--- config.mk ---
export PLATFORM = sky130hd
export DESIGN_NAME = gcd_scheduler
export DESIGN_NICKNAME = d
export VERILOG_FILES = /design/src/rtl/gcd_scheduler.sv
export SDC_FILE = /design/constraint.sdc
export NUM_CORES = 1
export LEC_CHECK = 0
export CAP_MARGIN = 30
export CELL_PAD_IN_SITES_DETAIL_PLACEMENT = 0
export CELL_PAD_IN_SITES_GLOBAL_PLACEMENT = 1
export CORE_MARGIN = 4
export CORE_UTILIZATION = 45
export CTS_BUF_LIST = sky130_fd_sc_hd__clkbuf_16
export CTS_CLUSTER_SIZE = 10
export DETAILED_ROUTE_END_ITERATION = 6
export DONT_BUFFER_PORTS = 1
export PLACE_DENSITY = 0.79
export SYNTH_ARGS = -nofsm -noshare
export SYNTH_HDL_FRONTEND = slang
export SYNTH_SLANG_ARGS = --single-unit
--- constraint.sdc ---
create_clock -name iClk -period 5.5 [get_ports iClk]
set_input_delay 0.275 -clock iClk [delete_from_list [all_inputs] [get_ports iClk]]
set_output_delay 0.275 -clock iClk [all_outputs]
set_load 0.01 [all_outputs]
--- src/rtl/gcd_scheduler.sv ---
// Round-robin scheduler sharing one 16-bit GCD engine between NREQ requesters.
// One job in flight at a time; results return to the requester that issued the job.
module gcd_scheduler #(
  parameter int NREQ  = 4,
  parameter int CNT_W = 20
) (
  input  logic                iClk,
  input  logic                iRstn,
  input  logic [NREQ-1:0]     iReqValid,
  input  logic [NREQ*16-1:0]  iReqA,
  input  logic [NREQ*16-1:0]  iReqB,
  output logic [NREQ-1:0]     oReqReady,
  output logic [NREQ-1:0]     oRspValid,
  output logic [15:0]         oRspC,
  input  logic [NREQ-1:0]     iRspReady,
  output logic                oGcdValid,
  output logic [15:0]         oGcdA,
  output logic [15:0]         oGcdB,
  input  logic                iGcdReady,
  input  logic [15:0]         iGcdC,
  output logic                oBusy,
  output logic [CNT_W-1:0]    oLastCycles
);

  localparam int IDW = (NREQ > 1) ? $clog2(NREQ) : 1;

  typedef enum logic [2:0] {IDLE, ISSUE, SETTLE, WAIT, RESP} state_t;

  state_t           state;
  logic [IDW-1:0]   rr_ptr;
  logic [IDW-1:0]   id;
  logic [IDW-1:0]   grant_id;
  logic [IDW-1:0]   next_rr;
  logic             grant_any;
  logic [15:0]      req_a;
  logic [15:0]      req_b;
  logic [CNT_W-1:0] cnt;

  // Scan downward so the lowest offset from rr_ptr is the last (winning) write.
  always_comb begin
    int idx;
    grant_any = 1'b0;
    grant_id  = '0;
    idx       = 0;
    for (int i = NREQ - 1; i >= 0; i--) begin
      idx = int'(rr_ptr) + i;
      if (idx >= NREQ) idx = idx - NREQ;
      if (iReqValid[idx]) begin
        grant_any = 1'b1;
        grant_id  = IDW'(idx);
      end
    end
  end

  assign next_rr   = (grant_id == IDW'(NREQ - 1)) ? '0 : grant_id + 1'b1;
  assign req_a     = iReqA[{grant_id, 4'b0000} +: 16];
  assign req_b     = iReqB[{grant_id, 4'b0000} +: 16];
  assign oReqReady = (state == IDLE && iRstn && grant_any) ? (NREQ'(1) << grant_id) : '0;

  always_ff @(posedge iClk or negedge iRstn) begin
    if (!iRstn) begin
      state       <= IDLE;
      rr_ptr      <= '0;
      id          <= '0;
      cnt         <= '0;
      oRspValid   <= '0;
      oRspC       <= '0;
      oGcdValid   <= 1'b0;
      oGcdA       <= '0;
      oGcdB       <= '0;
      oBusy       <= 1'b0;
      oLastCycles <= '0;
    end else begin
      oGcdValid <= 1'b0;
      case (state)
        IDLE: begin
          if (grant_any) begin
            id     <= grant_id;
            rr_ptr <= next_rr;
            oBusy  <= 1'b1;
            // A==0 would never terminate in the engine; gcd(0,B)=B directly.
            if (req_a == 16'd0) begin
              oRspC     <= req_b;
              oRspValid <= NREQ'(1) << grant_id;
              state     <= RESP;
            end else begin
              oGcdA     <= req_a;
              oGcdB     <= req_b;
              oGcdValid <= 1'b1;
              state     <= ISSUE;
            end
          end
        end
        ISSUE: begin
          cnt   <= '0;
          state <= SETTLE;
        end
        // Engine ready may still hold the previous job's level here.
        SETTLE: state <= WAIT;
        WAIT: begin
          if (cnt != '1) cnt <= cnt + 1'b1;
          if (iGcdReady) begin
            oRspC       <= iGcdC;
            oLastCycles <= cnt;
            oRspValid   <= NREQ'(1) << id;
            state       <= RESP;
          end
        end
        RESP: begin
          if (iRspReady[id]) begin
            oRspValid <= '0;
            oBusy     <= 1'b0;
            state     <= IDLE;
          end
        end
        default: state <= IDLE;
      endcase
    end
  end

endmodule
==> results of run 1 <==
## worst max-delay path, cell delays in order, from the launching register on
cell	delay, ns
dfrtp_1	0.43
nand2_1	0.11
a311oi_1	0.14
nor2_4	0.38
buf_4	0.63
mux2i_1	0.31
mux2i_1	0.12
nor4_1	0.41
and4_4	0.35
or2b_2	0.14
buf_12	0.24
mux2_2	0.36
## layer usage
metal / wire (um) / global-route usage [%] / share of wire (%) / vias to the layer above
met2: 6920 / 33.9 / 47 / 194
li1: - / - / - / 1895
met4: 249 / 6.23 / 1.7 / 0
met1: 5950 / 23.7 / 40 / 1938
met5: 0 / 0 / 0 / -
met3: 1720 / 9.17 / 12 / 17
## what timing repair did
| item | 4_1_cts | 5_1_grt |
|---|---|---|
| hold buffers | 2 | 0 |
| endpoints found under the setup margin | 0 | 0 |
| endpoints found under the hold margin | 101 | 0 |
## path summary, 6_finish.rpt
| path | startpoint | endpoint | cells after the start |
|---|---|---|---|
| hold / removal | iGcdReady | state[1] | 1 |
| min in group asynchronous | iRstn | oLastCycles[15] | 2 |
| max in group asynchronous | iRstn | oGcdA[2] | 2 |
| setup / recovery | rr_ptr[1] | oGcdA[0] | 11 |
| hold reg to reg | cnt[16] | oLastCycles[16] | 1 |
| setup reg to reg | rr_ptr[1] | oGcdA[0] | 11 |
## synth_stat cells (2+ instances only)
library cell	number
nand2_1	117
dfrtp_1	101
mux2i_1	65
o21ai_0	38
mux2_2	37
nor2_1	28
nand3_1	24
inv_1	22
mux2_4	19
clkbuf_1	16
xor2_1	10
and3_1	9
a21oi_1	8
xnor2_1	7
buf_1	5
ha_1	5
nor4_1	5
buf_6	4
nor2b_1	4
nor3_1	4
buf_4	3
mux2_1	3
nand2b_1	3
nand4_1	3
and4_1	2
buf_12	2
buf_2	2
o22ai_1	2
## flip-flops by register name, indices dropped and copies added, names as in the netlist
signal	cells
cnt	20
id	2
oBusy	1
oGcdA	16
oGcdB	16
oGcdValid	1
oLastCycles	20
oRspC	16
oRspValid	4
rr_ptr	2
state	3
## final cells by class
type	count	area share [%]
clock buffers	9	3.66
clock inverters	5	1.28
inverters	22	1.34
multi-input cells	410	46.9
flip-flops and latches	101	41.1
well taps	168	3.42
repair buffers	11	2.36
## metrics by stage
| step | hold slack, ns | cell area [um2] |
|---|---|---|
| 2_1_floorplan | -0.0206 | 5680 |
| 3_3_place_gp | -0.0164 | 5750 |
| 3_5_place_dp | -0.0165 | 5770 |
| 4_1_cts | 0.00752 | 6110 |
| 5_1_grt | 0.00764 | 6150 |
| 6_report | 0.0257 | 6150 |
## logic make-up (layout without fill, tap and decap cells)
logic type,after synthesis,count (layout)
AO/OA/AOI/OAI,56,56
XOR/XNOR,17,17
adder cells (fa/ha/maj),5,5
buffers and inverters,54,47
flip-flops,101,101
multiplexers,125,125
AND/OR/NAND/NOR,207,207
## power by group
part | switching [mW] | internal (mW) | leakage, nW
clock | 0.272 | 0.392 | 0.145
sequential | 0.338 | 0.994 | 1.27
combinational | 0.715 | 0.646 | 1.67
total | 1.33 | 2.03 | 3.08
==> run_results.csv, run 1 <==
group,metric,value,unit
status,status,"complete, no violations",
clock_tree,clk_latency,0.34,ns
die,die_h,120,um
routing,drt_iter0_markers,189,
clock_tree,cts.htree.levels,3,
die,start_util,46.7,%
placed_design,finalWeightedCongestion,0.864,
worst_setup_path,critical_path_class,"reg2reg",
timing,finalHoldViolations,0,
power_and_ir_drop,ir_drop,0.289,mV
timing,finClkSkew,0.00465,ns
yosys,yosys_register_bits,101,
final_layout,antenna_cells,0,
clock_tree,cts_buffers,9,
clock_tree,root_buffer,"clkbuf_16",
yosys,synthAdderAreaFrac,1.10,%
yosys,async_flop_share,100,%
worst_setup_path,cp_max_fo,53,
timing,setup_ws,1.70,ns
yosys,syn_avg_cell_area,10.0,um2
die,ios,233,
yosys,synth_mux_area_share,24.8,%
timing,slew_headroom,36.8,%
timing,grt_setup_unrepaired,"false",
power_and_ir_drop,p_leak,3.08,nW
worst_setup_path,endpoint_kind,"flip-flop",
die,num_rows,40,
yosys,synth.area.top_cells,"dfrtp_1, mux2i_1, nand2_1",
yosys,synthSimpleGateAreaFrac,16.1,%
worst_setup_path,r2r_slack,1.70,ns
routing,routedWlPerCell,20.4,um
final_layout,nFillCells,1118,
final_layout,multi_input_area,0.00289,mm2
die,core_area,0.0122,mm2
placed_design,place_ws,1.27,ns
power_and_ir_drop,p_per_area,546,mW/mm2
yosys,synthesis.area,0.00568,mm2
run,max-cap-violations,0,
die,fp.dieArea,0.0145,mm2
clock_tree,clockBufferDepth,2,
yosys,synth_cell_types,45,
final_layout,utilization,50.6,%
hold_path,hold_class,"in2reg",
placed_design,portBuffers,0,
yosys,synth-compound-area-share,5.93,%
timing,final-max-slew-violation-count,0,
routing,wl,14800,um
worst_setup_path,critPathLaunchType,"flip-flop",
grt,grt.overflow.total,0,
grt,grtUsageTotal,20.4,%
timing,fin_setup_tns,0,ns
worst_setup_path,cp.arrival,4.02,ns
clock_tree,cts_tree,"built",
power_and_ir_drop,power.total,3.36,mW
routing,via_per_inst,5.57,
grt,grt_pass1_wl,23000,um
yosys,synth-xor-area-share,2.62,%
grt,antenna_found_initial,0,
clock_tree,path_clk_slew,0.07,ns
worst_setup_path,worstPathRequired,5.73,ns
final_layout,layout-drive-gt1-share,15.9,%
placed_design,place_inst,708,
yosys,ys_warn_count,0,
yosys,synth_top_area_share,44.5,%
yosys,post-synth-top-area-cell,"dfrtp_1",
placed_design,dp.final_hpwl,11100,um
timing,period_minus_slack,3.80,ns
routing,vias,4044,
timing,worst-slew-pin-transition,0.945,ns
routing,antenna_left,0,
yosys,synth-main-ff-cell,"dfrtp_1",
clock_tree,cts_resized,0,
final_layout,nNetsFinal,715,
final_layout,stdcell_count,726,
final_layout,mostFrequentLayoutCell,"nand2_1",
timing,timing.fmax,0.263,GHz
routing,route.detailed.drc,0,
grt,grt_max_degree,102,
clock_tree,cts_setup_buffers,0,
die,fp.dieW,120,um
yosys,yosysSeqAreaShare,44.5,%
final_layout,final_cell_mix,"nand2_1, dfrtp_1, mux2i_1, o21ai_0, mux2_2",
grt,grt_pass1_vias,4174,
clock_tree,cts_sinks,101,
routing,dr.pass1.iters,6,
yosys,synth_edf_count,0,
yosys,syn-num-nets,725,
final_layout,register_area,0.00253,mm2
timing,setup_viol,0,
yosys,synth_top_family_by_area,"multiplexers",
yosys,synth_cells,565,
timing,post-route-period-util,69.0,%
final_layout,syn_to_final_growth,8.44,%
Power figures use the tool's default switching activity.
==> inputs of run 2 (changes only) <==
--- a/config.mk
+++ b/config.mk
@@ -5,11 +5,12 @@
 export SDC_FILE = /design/constraint.sdc
 export NUM_CORES = 1
 export LEC_CHECK = 0
+export ABC_AREA = 1
 export CAP_MARGIN = 30
 export CELL_PAD_IN_SITES_DETAIL_PLACEMENT = 0
 export CELL_PAD_IN_SITES_GLOBAL_PLACEMENT = 1
 export CORE_MARGIN = 4
-export CORE_UTILIZATION = 45
+export CORE_UTILIZATION = 40
 export CTS_BUF_LIST = sky130_fd_sc_hd__clkbuf_16
 export CTS_CLUSTER_SIZE = 10
 export DETAILED_ROUTE_END_ITERATION = 6
==> constraint.sdc (replaced) <==
create_clock -name iClk -period 3.38 [get_ports iClk]
set_input_delay 0.169 -clock iClk [delete_from_list [all_inputs] [get_ports iClk]]
set_output_delay 0.169 -clock iClk [all_outputs]
set_load 0.01 [all_outputs]
==> run 2 against run 1 <==
Routed wire length rose by 21%. First-iteration DRC count rose by 58%. Critical path type is now reg2out. Flip-flop and latch count did not move. Global-route usage rose by 0.70 points. Final cell count rose by 46%. Count of clock-buffer cells in the layout did not move. Via count rose by 38%. Worst setup slack got worse by 1.3 ns. Highest routed layer unchanged. Combinational power rose to 3.4 times the previous value. Clock power rose by 82%. Largest power group unchanged. Sequential share of layout area fell by 3.0 points. Power rose by 140%.
==> run_results.csv, run 2 <==
group,metric,value,unit
status,status,"complete, no violations",
timing,slew_headroom,63.4,%
yosys,synthSimpleGateAreaFrac,37.6,%
clock_tree,cts_setup_buffers,0,
yosys,synth_top_area_share,41.7,%
clock_tree,root_buffer,"clkbuf_16",
timing,finalHoldViolations,0,
routing,via_per_inst,5.27,
clock_tree,cts_tree,"built",
yosys,synth-compound-area-share,9.40,%
run,max-cap-violations,0,
routing,vias,5583,
die,num_rows,44,
hold_path,hold_end,"oRspC[3]",
timing,fin_setup_tns,0,ns
yosys,yosysSeqAreaShare,41.7,%
worst_setup_path,endpoint_kind,"output pin",
die,die_h,131,um
grt,grt_pass1_wl,28200,um
worst_setup_path,worstPathRequired,3.21,ns
final_layout,nFillCells,1558,
timing,worst-slew-pin-transition,0.548,ns
final_layout,syn_to_final_growth,9.67,%
placed_design,place_inst,1039,
yosys,async_flop_share,100,%
timing,grt_setup_unrepaired,"false",
yosys,syn_avg_cell_area,6.88,um2
yosys,yosys_register_bits,101,
die,core_area,0.0147,mm2
final_layout,nNetsFinal,1030,
placed_design,dpl_cell_area,0.00621,mm2
yosys,synth_top_family_by_area,"simple AND/OR/NAND/NOR gates",
routing,antenna_left,0,
final_layout,stdcell_count,1059,
timing,final-max-slew-violation-count,0,
worst_setup_path,cp.arrival,2.82,ns
placed_design,finalWeightedCongestion,0.819,
grt,antenna_found_initial,0,
hold_path,hold_class,"in2reg",
final_layout,stdcell_area,0.00664,mm2
yosys,synth_cells,880,
clock_tree,clockBufferDepth,2,
power_and_ir_drop,p_leak,3.43,nW
timing,post-route-period-util,88.5,%
power_and_ir_drop,power.total,7.99,mW
worst_setup_path,rr_worst_depth,21,
die,fp.dieW,131,um
yosys,yosysMostFrequentCell,"nand2_1",
yosys,post-synth-top-area-cell,"dfrtp_1",
die,ios,233,
worst_setup_path,critical_path_class,"reg2out",
placed_design,portBuffers,0,
grt,grt_pass1_vias,5426,
yosys,synth.area.top_cells,"dfrtp_1, nand2_1, nand3_1",
hold_path,min_path_cells,4,
yosys,yosys-top-cells-count,"nand2_1, dfrtp_1, inv_1",
routing,dr.pass1.iters,7,
power_and_ir_drop,ir_drop,0.809,mV
final_layout,mostFrequentLayoutCell,"nand2_1",
yosys,synth-xor-area-share,0.434,%
timing,setup_viol,0,
clock_tree,path_clk_slew,0.07,ns
grt,grtUsageTotal,21.1,%
final_layout,top_regs,"cnt x20, oLastCycles x20",
worst_setup_path,r2r-start,"rr_ptr[1]",
yosys,syn-num-nets,1040,
clock_tree,cts_buffers,9,
clock_tree,clk_latency,0.36,ns
grt,grt.overflow.total,0,
yosys,synth_mux_area_share,0.372,%
yosys,ys_warn_count,0,
timing,finClkSkew,0.0104,ns
die,start_util,41.2,%
yosys,synth-main-ff-cell,"dfrtp_1",
routing,wl,18000,um
worst_setup_path,cp_max_fo,34,
clock_tree,cts.htree.levels,3,
grt,grt_max_degree,102,
timing,period_minus_slack,2.99,ns
worst_setup_path,r2r-end,"oRspC[7]",
final_layout,final_cell_mix,"nand2_1, dfrtp_1, inv_1, nand3_1, nor2_1",
hold_path,min_from,"iGcdC[3]",
clock_tree,cts_sinks,101,
yosys,synthesis.area,0.00606,mm2
routing,route.detailed.drc,0,
worst_setup_path,r2r_slack,0.40,ns
yosys,synth_cell_types,36,
timing,timing.fmax,0.334,GHz
routing,routedWlPerCell,17.0,um
power_and_ir_drop,p_per_area,1200,mW/mm2
die,fp.dieArea,0.0172,mm2
final_layout,antenna_cells,0,
final_layout,layout-drive-gt1-share,6.29,%
worst_setup_path,critPathLaunchType,"flip-flop",
yosys,synth_edf_count,0,
placed_design,dp.final_hpwl,13600,um
yosys,synthAdderAreaFrac,1.03,%
routing,drt_iter0_markers,299,
==> run 2: cell count changes after synthesis, sizes merged, moves of 9 or more <==
cell and change:
nor3 +9, inv +73, nand2 +265, mux2 -57, a21oi +25, nand3b +24
nor2 +10, a32oi +16, nand3 +51, and3 -9, mux2i -65
==> run 2: cell type report <==
cell class                      instances  area, um2  area share, %
Sequential cell                       101       2530           38.1
Clock buffer                            9        225           3.39
Timing Repair Buffer                   19        201           3.03
Tap cell                              184        230           3.47
Clock inverter                          7        123           1.85
Multi-Input combinational cell        643       2970           44.7
Inverter                               96        363           5.46
==> run 2: stage by stage <==
step / hold slack (ns) / utilization [%] / worst slack [ns]
2_1_floorplan: -0.127 / - / 0.959
3_3_place_gp: -0.123 / 42.2 / 0.342
3_5_place_dp: -0.122 / 42.2 / 0.329
4_1_cts: 0.0341 / 44.9 / 0.312
5_1_grt: 0.0599 / 45.2 / 0.0248
6_report: 0.0438 / 45.2 / 0.389
==> run 2: how the worst max path moves through the flow <==
stage | start | end | slack [ns] | cells after the start
floorplan | rr_ptr[0] | oRspC[0] | 0.96 | 24
global placement | rr_ptr[0] | oRspC[5] | 0.34 | 21
CTS | rr_ptr[0] | oRspC[5] | 0.31 | 21
global route | rr_ptr[0] | oRspC[7] | 0.02 | 21
finish | rr_ptr[1] | oReqReady[3] | 0.39 | 16
detailed placement | rr_ptr[0] | oRspC[10] | 0.33 | 21
==> run 2: timing repair <==
item,CTS,global route
gates resized for setup,0,5
setup endpoints to repair,0,50
hold buffers,3,0
endpoints found under the hold margin,102,0
==> run 2: power by group <==
part,leakage (nW),switching (mW),internal [mW]
clock,0.162,0.486,0.728
sequential,1.31,0.490,1.61
combinational,1.95,3.20,1.48
total,3.43,4.18,3.81
==> run 2: per-layer routing <==
| metal | vias to the layer above | wire [um] | track usage (%) |
|---|---|---|---|
| met5 | - | 0 | 0 |
| met4 | 0 | 490 | 7.92 |
| met3 | 30 | 1270 | 5.69 |
| met2 | 202 | 8710 | 34.8 |
| met1 | 2562 | 7500 | 26.4 |
| li1 | 2789 | - | - |
==> run 2: cells by family (layout without fill, tap and decap cells) <==
logic type,count (synthesis),in the layout
and+or+nand+nor,540,540
DFF,101,101
xor gates and xnor gates,3,3
AOI/OAI and AO/OA,93,93
buffers and inverters,136,131
adders and majority gates,5,5
muxes,2,2
==> run 2: worst max-delay path, cell delays in order (launching register included) <==
cell and delay [ns]:
dfrtp_1 0.41, inv_1 0.18, nand2_1 0.08, nand2_1 0.08
nand2_1 0.08, nand2_2 0.11, inv_2 0.06, nand2_1 0.05
nand2_1 0.05, nand2_2 0.07, nand2_2 0.16, buf_12 0.22
inv_2 0.06, buf_4 0.33, ha_1 0.21, inv_1 0.06
nor2_1 0.24
